[src/rtl/cpu_types_pkg.sv]
// Shared CPU pipeline types: branch kinds, the EX/MEM payload and trap vector.
package cpu_types_pkg;

    typedef logic [31:0] word_t;
    typedef logic [4:0]  regbits_t;

    typedef enum logic [1:0] {
        BR_NONE = 2'd0,
        BR_EQ   = 2'd1,
        BR_NE   = 2'd2
    } brtype_t;

    // Occupancy of the two-entry output buffer.
    typedef enum logic [1:0] {
        SK_EMPTY = 2'd0,
        SK_ONE   = 2'd1,
        SK_TWO   = 2'd2
    } skid_state_t;

    // Everything the memory stage sees for one instruction.
    typedef struct packed {
        word_t    aluout;
        logic     neg;
        regbits_t rd;
        logic     regwrite;
        logic     memread;
        logic     memwrite;
        logic     halt;
        word_t    store_data;
        word_t    pc;
    } exmem_t;

    localparam word_t EXC_VECTOR_DEFAULT = 32'h0000_0080;

endpackage

[src/rtl/ex_mem_stage_if.sv]
// Valid/ready bus around a two-entry buffer: producer side, consumer side, kill.
interface ex_mem_stage_if #(parameter type T = cpu_types_pkg::exmem_t);
    logic in_valid;
    logic in_ready;
    T     in_data;
    logic out_valid;
    logic out_ready;
    T     out_data;
    logic flush;

    // Owner of the buffer: pushes entries, pulls results.
    modport master (
        output in_valid, in_data, out_ready, flush,
        input  in_ready, out_valid, out_data
    );

    // The buffer itself.
    modport slave (
        input  in_valid, in_data, out_ready, flush,
        output in_ready, out_valid, out_data
    );
endinterface

[src/rtl/exmem_skid.sv]
// Generic two-entry valid/ready buffer. Ready and valid come straight from the
// state register, so downstream back-pressure never reaches upstream combinationally.
module exmem_skid
    import cpu_types_pkg::*;
#(
    parameter type T = cpu_types_pkg::exmem_t
) (
    input  logic CLK,
    input  logic nRST,
    ex_mem_stage_if.slave bus
);

    skid_state_t state_q, state_d;
    T            main_q, main_d;
    T            skid_q, skid_d;
    logic        accept, emit;

    assign bus.in_ready  = (state_q != SK_TWO);
    assign bus.out_valid = (state_q != SK_EMPTY);
    assign bus.out_data  = main_q;

    assign accept = bus.in_valid && bus.in_ready;
    assign emit   = bus.out_valid && bus.out_ready;

    // Occupancy and data movement: main always feeds the output, skid catches
    // the one entry that arrives while the output is stalled.
    always_comb begin
        state_d = state_q;
        main_d  = main_q;
        skid_d  = skid_q;
        if (bus.flush) begin
            state_d = SK_EMPTY;
        end else begin
            unique case (state_q)
                SK_EMPTY: begin
                    if (accept) begin
                        main_d  = bus.in_data;
                        state_d = SK_ONE;
                    end
                end
                SK_ONE: begin
                    if (accept && emit) begin
                        main_d = bus.in_data;
                    end else if (accept) begin
                        skid_d  = bus.in_data;
                        state_d = SK_TWO;
                    end else if (emit) begin
                        state_d = SK_EMPTY;
                    end
                end
                SK_TWO: begin
                    if (emit) begin
                        main_d  = skid_q;
                        state_d = SK_ONE;
                    end
                end
                default: state_d = SK_EMPTY;
            endcase
        end
    end

    // State and entry registers; reset clears data so mem_* outputs read 0.
    always_ff @(posedge CLK or negedge nRST) begin
        if (!nRST) begin
            state_q <= SK_EMPTY;
            main_q  <= '0;
            skid_q  <= '0;
        end else begin
            state_q <= state_d;
            main_q  <= main_d;
            skid_q  <= skid_d;
        end
    end

endmodule

[src/rtl/ex_mem_stage.sv]
// EX/MEM pipeline register: resolves BEQ/BNE, traps signed overflow and hands
// the result to memory through a two-entry skid buffer.
module ex_mem_stage
    import cpu_types_pkg::*;
#(
    parameter word_t EXC_VECTOR = EXC_VECTOR_DEFAULT
) (
    input  logic     CLK,
    input  logic     nRST,
    input  logic     ex_valid,
    output logic     ex_ready,
    input  word_t    aluout,
    input  logic     zero,
    input  logic     neg,
    input  logic     over,
    input  brtype_t  br_type,
    input  word_t    br_target,
    input  word_t    pc,
    input  logic     check_over,
    input  regbits_t rd,
    input  logic     regwrite,
    input  logic     memread,
    input  logic     memwrite,
    input  logic     halt,
    input  word_t    store_data,
    input  logic     flush,
    output logic     mem_valid,
    input  logic     mem_ready,
    output word_t    mem_aluout,
    output logic     mem_neg,
    output regbits_t mem_rd,
    output logic     mem_regwrite,
    output logic     mem_memread,
    output logic     mem_memwrite,
    output logic     mem_halt,
    output word_t    mem_store_data,
    output word_t    mem_pc,
    output logic     redirect,
    output word_t    redirect_pc,
    output logic     exc_over,
    output word_t    epc
);

    ex_mem_stage_if #(.T(exmem_t)) sk_if ();

    exmem_skid #(.T(exmem_t)) u_skid (
        .CLK  (CLK),
        .nRST (nRST),
        .bus  (sk_if.slave)
    );

    logic  taken, trap, acc;
    exmem_t ent;
    logic  redirect_q, redirect_d;
    word_t redirect_pc_q, redirect_pc_d;
    logic  exc_over_q, exc_over_d;
    word_t epc_q, epc_d;

    // Decode the incoming entry; a trapping instruction must not touch
    // registers or memory, so its side-effect bits are stripped here.
    always_comb begin
        taken = ((br_type == BR_EQ) && zero) || ((br_type == BR_NE) && !zero);
        trap  = check_over && over;
        acc   = ex_valid && sk_if.in_ready && !flush;
        ent.aluout     = aluout;
        ent.neg        = neg;
        ent.rd         = rd;
        ent.regwrite   = regwrite && !trap;
        ent.memread    = memread && !trap;
        ent.memwrite   = memwrite && !trap;
        ent.halt       = halt;
        ent.store_data = store_data;
        ent.pc         = pc;
    end

    assign sk_if.in_valid  = ex_valid;
    assign sk_if.in_data   = ent;
    assign sk_if.out_ready = mem_ready;
    assign sk_if.flush     = flush;

    // Next values of the redirect/trap pulses; trap wins over a taken branch.
    always_comb begin
        redirect_d    = acc && (trap || taken);
        redirect_pc_d = redirect_pc_q;
        exc_over_d    = acc && trap;
        epc_d         = epc_q;
        if (acc && trap) begin
            redirect_pc_d = EXC_VECTOR;
            epc_d         = pc;
        end else if (acc && taken) begin
            redirect_pc_d = br_target;
        end
    end

    // Pulse registers; epc and redirect_pc hold until the next event.
    always_ff @(posedge CLK or negedge nRST) begin
        if (!nRST) begin
            redirect_q    <= 1'b0;
            redirect_pc_q <= '0;
            exc_over_q    <= 1'b0;
            epc_q         <= '0;
        end else begin
            redirect_q    <= redirect_d;
            redirect_pc_q <= redirect_pc_d;
            exc_over_q    <= exc_over_d;
            epc_q         <= epc_d;
        end
    end

    assign ex_ready       = sk_if.in_ready;
    assign mem_valid      = sk_if.out_valid;
    assign mem_aluout     = sk_if.out_data.aluout;
    assign mem_neg        = sk_if.out_data.neg;
    assign mem_rd         = sk_if.out_data.rd;
    assign mem_regwrite   = sk_if.out_data.regwrite;
    assign mem_memread    = sk_if.out_data.memread;
    assign mem_memwrite   = sk_if.out_data.memwrite;
    assign mem_halt       = sk_if.out_data.halt;
    assign mem_store_data = sk_if.out_data.store_data;
    assign mem_pc         = sk_if.out_data.pc;
    assign redirect       = redirect_q;
    assign redirect_pc    = redirect_pc_q;
    assign exc_over       = exc_over_q;
    assign epc            = epc_q;

endmodule
[config.mk]
export PLATFORM = sky130hd
export DESIGN_NAME = ex_mem_stage
export DESIGN_NICKNAME = d
export VERILOG_FILES = /design/src/rtl/cpu_types_pkg.sv /design/src/rtl/ex_mem_stage_if.sv /design/src/rtl/exmem_skid.sv /design/src/rtl/ex_mem_stage.sv
export SDC_FILE = /design/constraint.sdc
export NUM_CORES = 1
export LEC_CHECK = 0
export BUFFER_PORTS_ARGS = -buffer_cell sky130_fd_sc_hd__buf_2
export CAP_MARGIN = 30
export CELL_PAD_IN_SITES_DETAIL_PLACEMENT = 2
export CELL_PAD_IN_SITES_GLOBAL_PLACEMENT = 2
export CORE_UTILIZATION = 25
export DETAILED_ROUTE_END_ITERATION = 6
export HOLD_SLACK_MARGIN = 0.02
export PLACE_DENSITY_LB_ADDON = 0.1
export SETUP_SLACK_MARGIN = 0.02
export SLEW_MARGIN = 30
export SYNTH_ARGS = -nofsm -noshare
export SYNTH_HDL_FRONTEND = slang
export SYNTH_SLANG_ARGS = --single-unit
[constraint.sdc]
create_clock -name CLK -period 5.7 [get_ports CLK]
set_clock_uncertainty 0.2 [all_clocks]
set_input_delay 0.285 -clock CLK [delete_from_list [all_inputs] [get_ports CLK]]
set_output_delay 0.285 -clock CLK [all_outputs]
set_load 0.01 [all_outputs]
## Word level (Yosys, flattened, before mapping)

Index checks and enable logic that the tools add are counted.

- Muxes and demuxes: 13
- Bitwise gates (word level): 2
- Reductions and logical operators: 25
- Eq/ne operators: 12

Operators by type and width:

| kind | count |
|---|---|
| 106-bit two-way mux | 3 |
| 106-bit one-hot mux with 3 select lines | 1 |
| 32-bit two-way mux | 2 |
| 1-bit logical AND | 13 |
| 2-bit two-way mux | 6 |
| 4-bit AND reduction | 2 |
| 2-bit by 1-bit != test with 1-bit output, second input constant | 3 |
| 3-bit by 2-bit != test with 1-bit output, second input constant | 2 |
| 2-bit one-hot mux with 3 select lines | 1 |
| 5-bit AND reduction | 1 |
| 2-bit by 1-bit equality test with 1-bit output, second input constant | 2 |
| 2-bit equality test, second input constant | 2 |
| 4-bit by 2-bit != test with 1-bit output, second input constant | 1 |
| 2-bit nonzero test | 2 |
| 1-bit zero test | 3 |
| 3-bit != test, second input constant | 1 |
| 3-bit nonzero test | 1 |
| 2-bit zero test | 1 |
| 1-bit logical OR | 2 |
| 2-bit != test, second input constant | 1 |
| 1-bit NOT | 2 |

- Bits of input ports: 148
- Flip-flop bits (word level): 280
- Output and inout port bits: 174
- Word-level logic and storage cells: 75

## Logic depth before layout (Yosys ltp)

- Depth after elaboration: 7
- Mapped depth: 7
- Depth with buffers taken out: 6

## Modules after synthesis

A second synthesis with hierarchy kept.

- Cell total of the unflattened synthesis: 736
- Area total of the unflattened synthesis: 11,847.6 sq um

Modules (own cells, without submodules):

| module | area each (sq um) | sequential area each (sq um) | cells an instance | instances |
|---|---|---|---|---|
| exmem_skid | 9,291.4 | 5,355.1 | 582 | 1 |
| ex_mem_stage | 2,556.2 | 1,651.6 | 154 | 1 |

## Worst setup path after synthesis

Ideal clock, no wire load.

- Path kind: reg2reg
- Start point: register u_skid.state_q[0]
- End point: register u_skid.main_q (netlist bit u_skid.bus.out_data[100])
- Arrival: 1.552 ns
- Period minus slack after synthesis: 1.879 ns
- Library setup time: 0.127 ns
- Cell stages (with the launch flop): 7
- Data required time: 5.373 ns
- Path slack: 3.821 ns
- Cells stage by stage: dfrtp_1 nor2b_2 o21ai_1 a21oi_2 buf_6 buf_6 mux2_1

- Cells in the longest elaborated chain, start to end: 5

Ends and longest elaborated chain:

| what | RTL line | RTL |
|---|---|---|
| from (decl) | exmem_skid.sv:13 | `skid_state_t state_q, state_d;` |
| from (signal assigned) | exmem_skid.sv:69 | `state_q <= state_d;` |
| 2-bit != test or 2-bit nonzero test (tied branches) | exmem_skid.sv:18, exmem_skid.sv:19 |  |
| 1-bit logical AND, on equally long branches | exmem_skid.sv:22, exmem_skid.sv:23 |  |
| 1-bit logical AND | exmem_skid.sv:42 | `if (accept && emit) begin` |
| 2-bit by 1-bit != test with 1-bit output (no source line) | -- |  |
| 5-bit AND reduction (no source line) | -- |  |
| to (signal assigned) | exmem_skid.sv:70 | `main_q <= main_d;` |
| to (decl) | exmem_skid.sv:14 | `T main_q, main_d;` |

Parallel ways exist; a longest one is shown, timed or not.
A chain may end at the register's enable or synchronous reset.

## Worst setup path in the final report

- Start point: register u_skid.state_q[0]
- End point: output port ex_ready

- Cells in the longest elaborated chain, start to end: 1

Ends and longest elaborated chain:

| what | RTL line | RTL |
|---|---|---|
| 2-bit != test | exmem_skid.sv:18 | `assign bus.in_ready = (state_q != SK_TWO);` |
| to (decl) | ex_mem_stage.sv:11 | `output logic ex_ready,` |

No other way between the ends.

==> qor.csv <==
metric,value,unit
#FFs+latches synth,280,
Rows,78,
Post-Syn Nets,1105,
Clock Sinks,280,
RSZ-0062 raised after global routing,no,
Chip Width,218,um
Die H,218,um
clock root buffer,clkbuf_16,
CP Max Fanout,66,
r2r setup slk,2.75,ns
Die Area,0.0475,mm2
Nets,1564,
"Min Clock Period, post-route",3.17,ns
cell leakage power,8.06,nW
Hold Path Class,input pin to flop,
clk_lat worst skew,0.54,ns
TNS Setup,0,ns
drt via density,4.39,
fin crit share,55.7,%
initial antenna violation count,3,
Final Setup Violations,0,
worst hold path stage count,4,
vias in the first global route,10100,
wire length per cell,18.3,um
Worst-path clk slew,0.06,ns
Setup Slack @ Placement,2.71,ns
Worst-Margin Slew,0.907,ns
grt ovf,0,
IO buf count,321,
worst endpoint data arrival time,2.69,ns
vias,8961,
first-pass GRT wire length,58.6,mm
critical path type,flop to output port,
peak supply drop,177,uV
fillers,4876,
worst-path cell chain,"nor2b_4, inv_4, buf_4, buf_2",
share of layout cells above drive strength 1,41.3,%
CP required,5.22,ns
max cap viols,0,
clock buffer depth,3,
synth warn,0,
CTS tree,built,
# IOs,322,
Post-CTS Setup Bufs,0,
DR iter-0 viols,273,
slowest cell delay on critical path,0.74,ns
register area share after synthesis,60.1,%
area grow syn2layout,41.8,%
post-route setup slack,2.53,ns
CP endpoint kind,output port,
FMAX,315,MHz
RR Startpoint,u_skid.state_q[0],
pin count of the biggest net entering global routing,117,
initial cell density of the core,25.5,%
Detailed Place HPWL,23.9,mm
gp weighted congestion,0.680,
Final Hold Viols,0,
R2R Path End,u_skid.bus.out_data[84],
"Max stage delay cell, worst path",buf_4,
Post-Route WL,37.5,mm
Core Area,0.0457,mm2
Syn Area/Cell,12.2,um2
Unique masters post-synth,32,
Synth top area share,60.1,%
Residual DRC,0,
hold_sp,over,
post-synthesis cell count,957,
Final Max Slew Viols,0,
synthesized cell area,0.0117,mm2
startpoint types,flop,
Worst Reg-to-Reg Cells,6,
Synth area leader,dfrtp_1,
GRT Resource Usage Total,16.1,%
DR pass1 iterations,4,
Post-DRT Antenna Nets,0,
worst min-delay path endpoint,u_skid.skid_q[66],
top post-synthesis cells by area,"dfrtp_1 (60%), mux2_2 (19%), nand2_1 (10%)",
status,completed,
P per Cell Area,371,mW/mm2
Slew headroom,39.5,%
htree depth,2,
CTS buffer count,37,
==> per-layer routing <==
metal	part of all wire [%]	track usage, %	wire (um)	vias up
li1	-	-	-	4130
met1	43	20.1	16300	4577
met2	48	26.8	18100	208
met3	6.4	4.66	2400	44
met4	1.8	4.78	690	2
met5	0.035	0	13	-
==> through the flow <==
stage | cells | area [um2] | hold slack (ns) | power (W) | util (%)
after floorplan | 957 | 11700 | -0.211 | 0.00328 | -
after global placement | 1833 | 13900 | 0.211 | 0.00379 | 30.4
after detailed placement | 1834 | 13900 | 0.198 | 0.00384 | 30.5
after CTS | 2041 | 16500 | 0.101 | 0.00628 | 36.2
after global routing | 2042 | 16500 | 0.148 | 0.00650 | 36.2
final | 2042 | 16500 | 0.126 | 0.00614 | 36.2
==> cells in the mapped netlist <==
master / instances
nor2b_2: 1
o21ai_1: 1
dfrtp_1: 280
a21oi_1: 2
nor2_2: 1
buf_6: 5
nor2b_1: 1
mux2i_1: 1
nand3_1: 1
nor3_1: 1
mux2_2: 201
nand3b_1: 1
nor3b_1: 1
nand2_1: 319
a21o_1: 1
or2_2: 1
o21ai_0: 6
clkbuf_1: 19
buf_1: 5
nand2b_1: 1
a2bb2oi_1: 1
mux2_1: 40
inv_2: 1
o21a_1: 1
inv_1: 2
and2b_1: 1
buf_4: 3
nor3b_2: 1
a22o_1: 31
a21oi_2: 1
nor2_1: 3
buf_2: 23
==> how the worst max path moves through the flow <==
stage | start | end | slack [ns]
2_1_floorplan | u_skid.state_q[0] | u_skid.bus.out_data[100] | 3.82
3_3_place_gp | u_skid.state_q[0] | epc[3] | 2.69
3_5_place_dp | u_skid.state_q[0] | u_skid.bus.out_data[22] | 2.71
4_1_cts | u_skid.state_q[0] | ex_ready | 2.38
5_1_grt | u_skid.state_q[0] | ex_ready | 2.34
6_report | u_skid.state_q[0] | ex_ready | 2.53
==> flip-flops by register name (all words and copies together) (netlist names) <==
name	flops
epc	32
redirect	1
u_skid.bus.out_data	106
exc_over	1
u_skid.state_q	2
redirect_pc	32
u_skid.skid_q	106
==> where the power goes <==
group	switching (W)	total (W)	leakage, nW	internal [W]
logic	0.000549	0.00118	4.07	0.000631
clock network	0.000884	0.00228	0.589	0.00140
registers	0.000234	0.00268	3.40	0.00245
total	0.00167	0.00614	8.06	0.00448
==> cells in the final DEF, fill, tap and decap left out, types with 3 or more instances in the layout <==
cell type	instances
o21ai_0	6
dlygate4sd3_1	143
buf_4	7
dfrtp_1	280
a22o_1	31
clkbuf_16	39
buf_2	320
clkbuf_1	10
clkinv_2	4
mux2_1	40
mux2_2	201
clkbuf_8	8
nor2_1	3
nand2_1	319
==> worst max-delay path, delay by kind of cell, from the launching register on <==
| family | cells | cell delay [ns] |
|---|---|---|
| AND/OR/NAND/NOR | 1 | 0.09 |
| buffers and inverters | 3 | 1.41 |
| flip-flops | 1 | 0.52 |
==> cell type report <==
type | count | area (um2) | share of cell area (%)
multi-input combinational | 619 | 4400 | 26.6
clock buffer | 57 | 1120 | 6.79
tap | 600 | 751 | 4.54
clock inverter | 7 | 67.6 | 0.408
timing repair buffer | 475 | 3180 | 19.2
antenna | 1 | 2.50 | 0.0151
sequential | 280 | 7010 | 42.4
inverter | 3 | 13.8 | 0.0832
==> logic make-up after synthesis <==
| group | after synthesis | synth area share, % |
|---|---|---|
| buf+inv | 58 | 2.53 |
| mux | 242 | 23.4 |
| simple gates | 333 | 11.0 |
| compound gates | 44 | 2.99 |
| flops | 280 | 60.1 |
==> timing repair <==
action                                 in CTS  in global routing
endpoints found under the hold margin     381                  0
resized for setup                           0                  0
hold buffers                              143                  0
(Power assumes the default switching activity.)
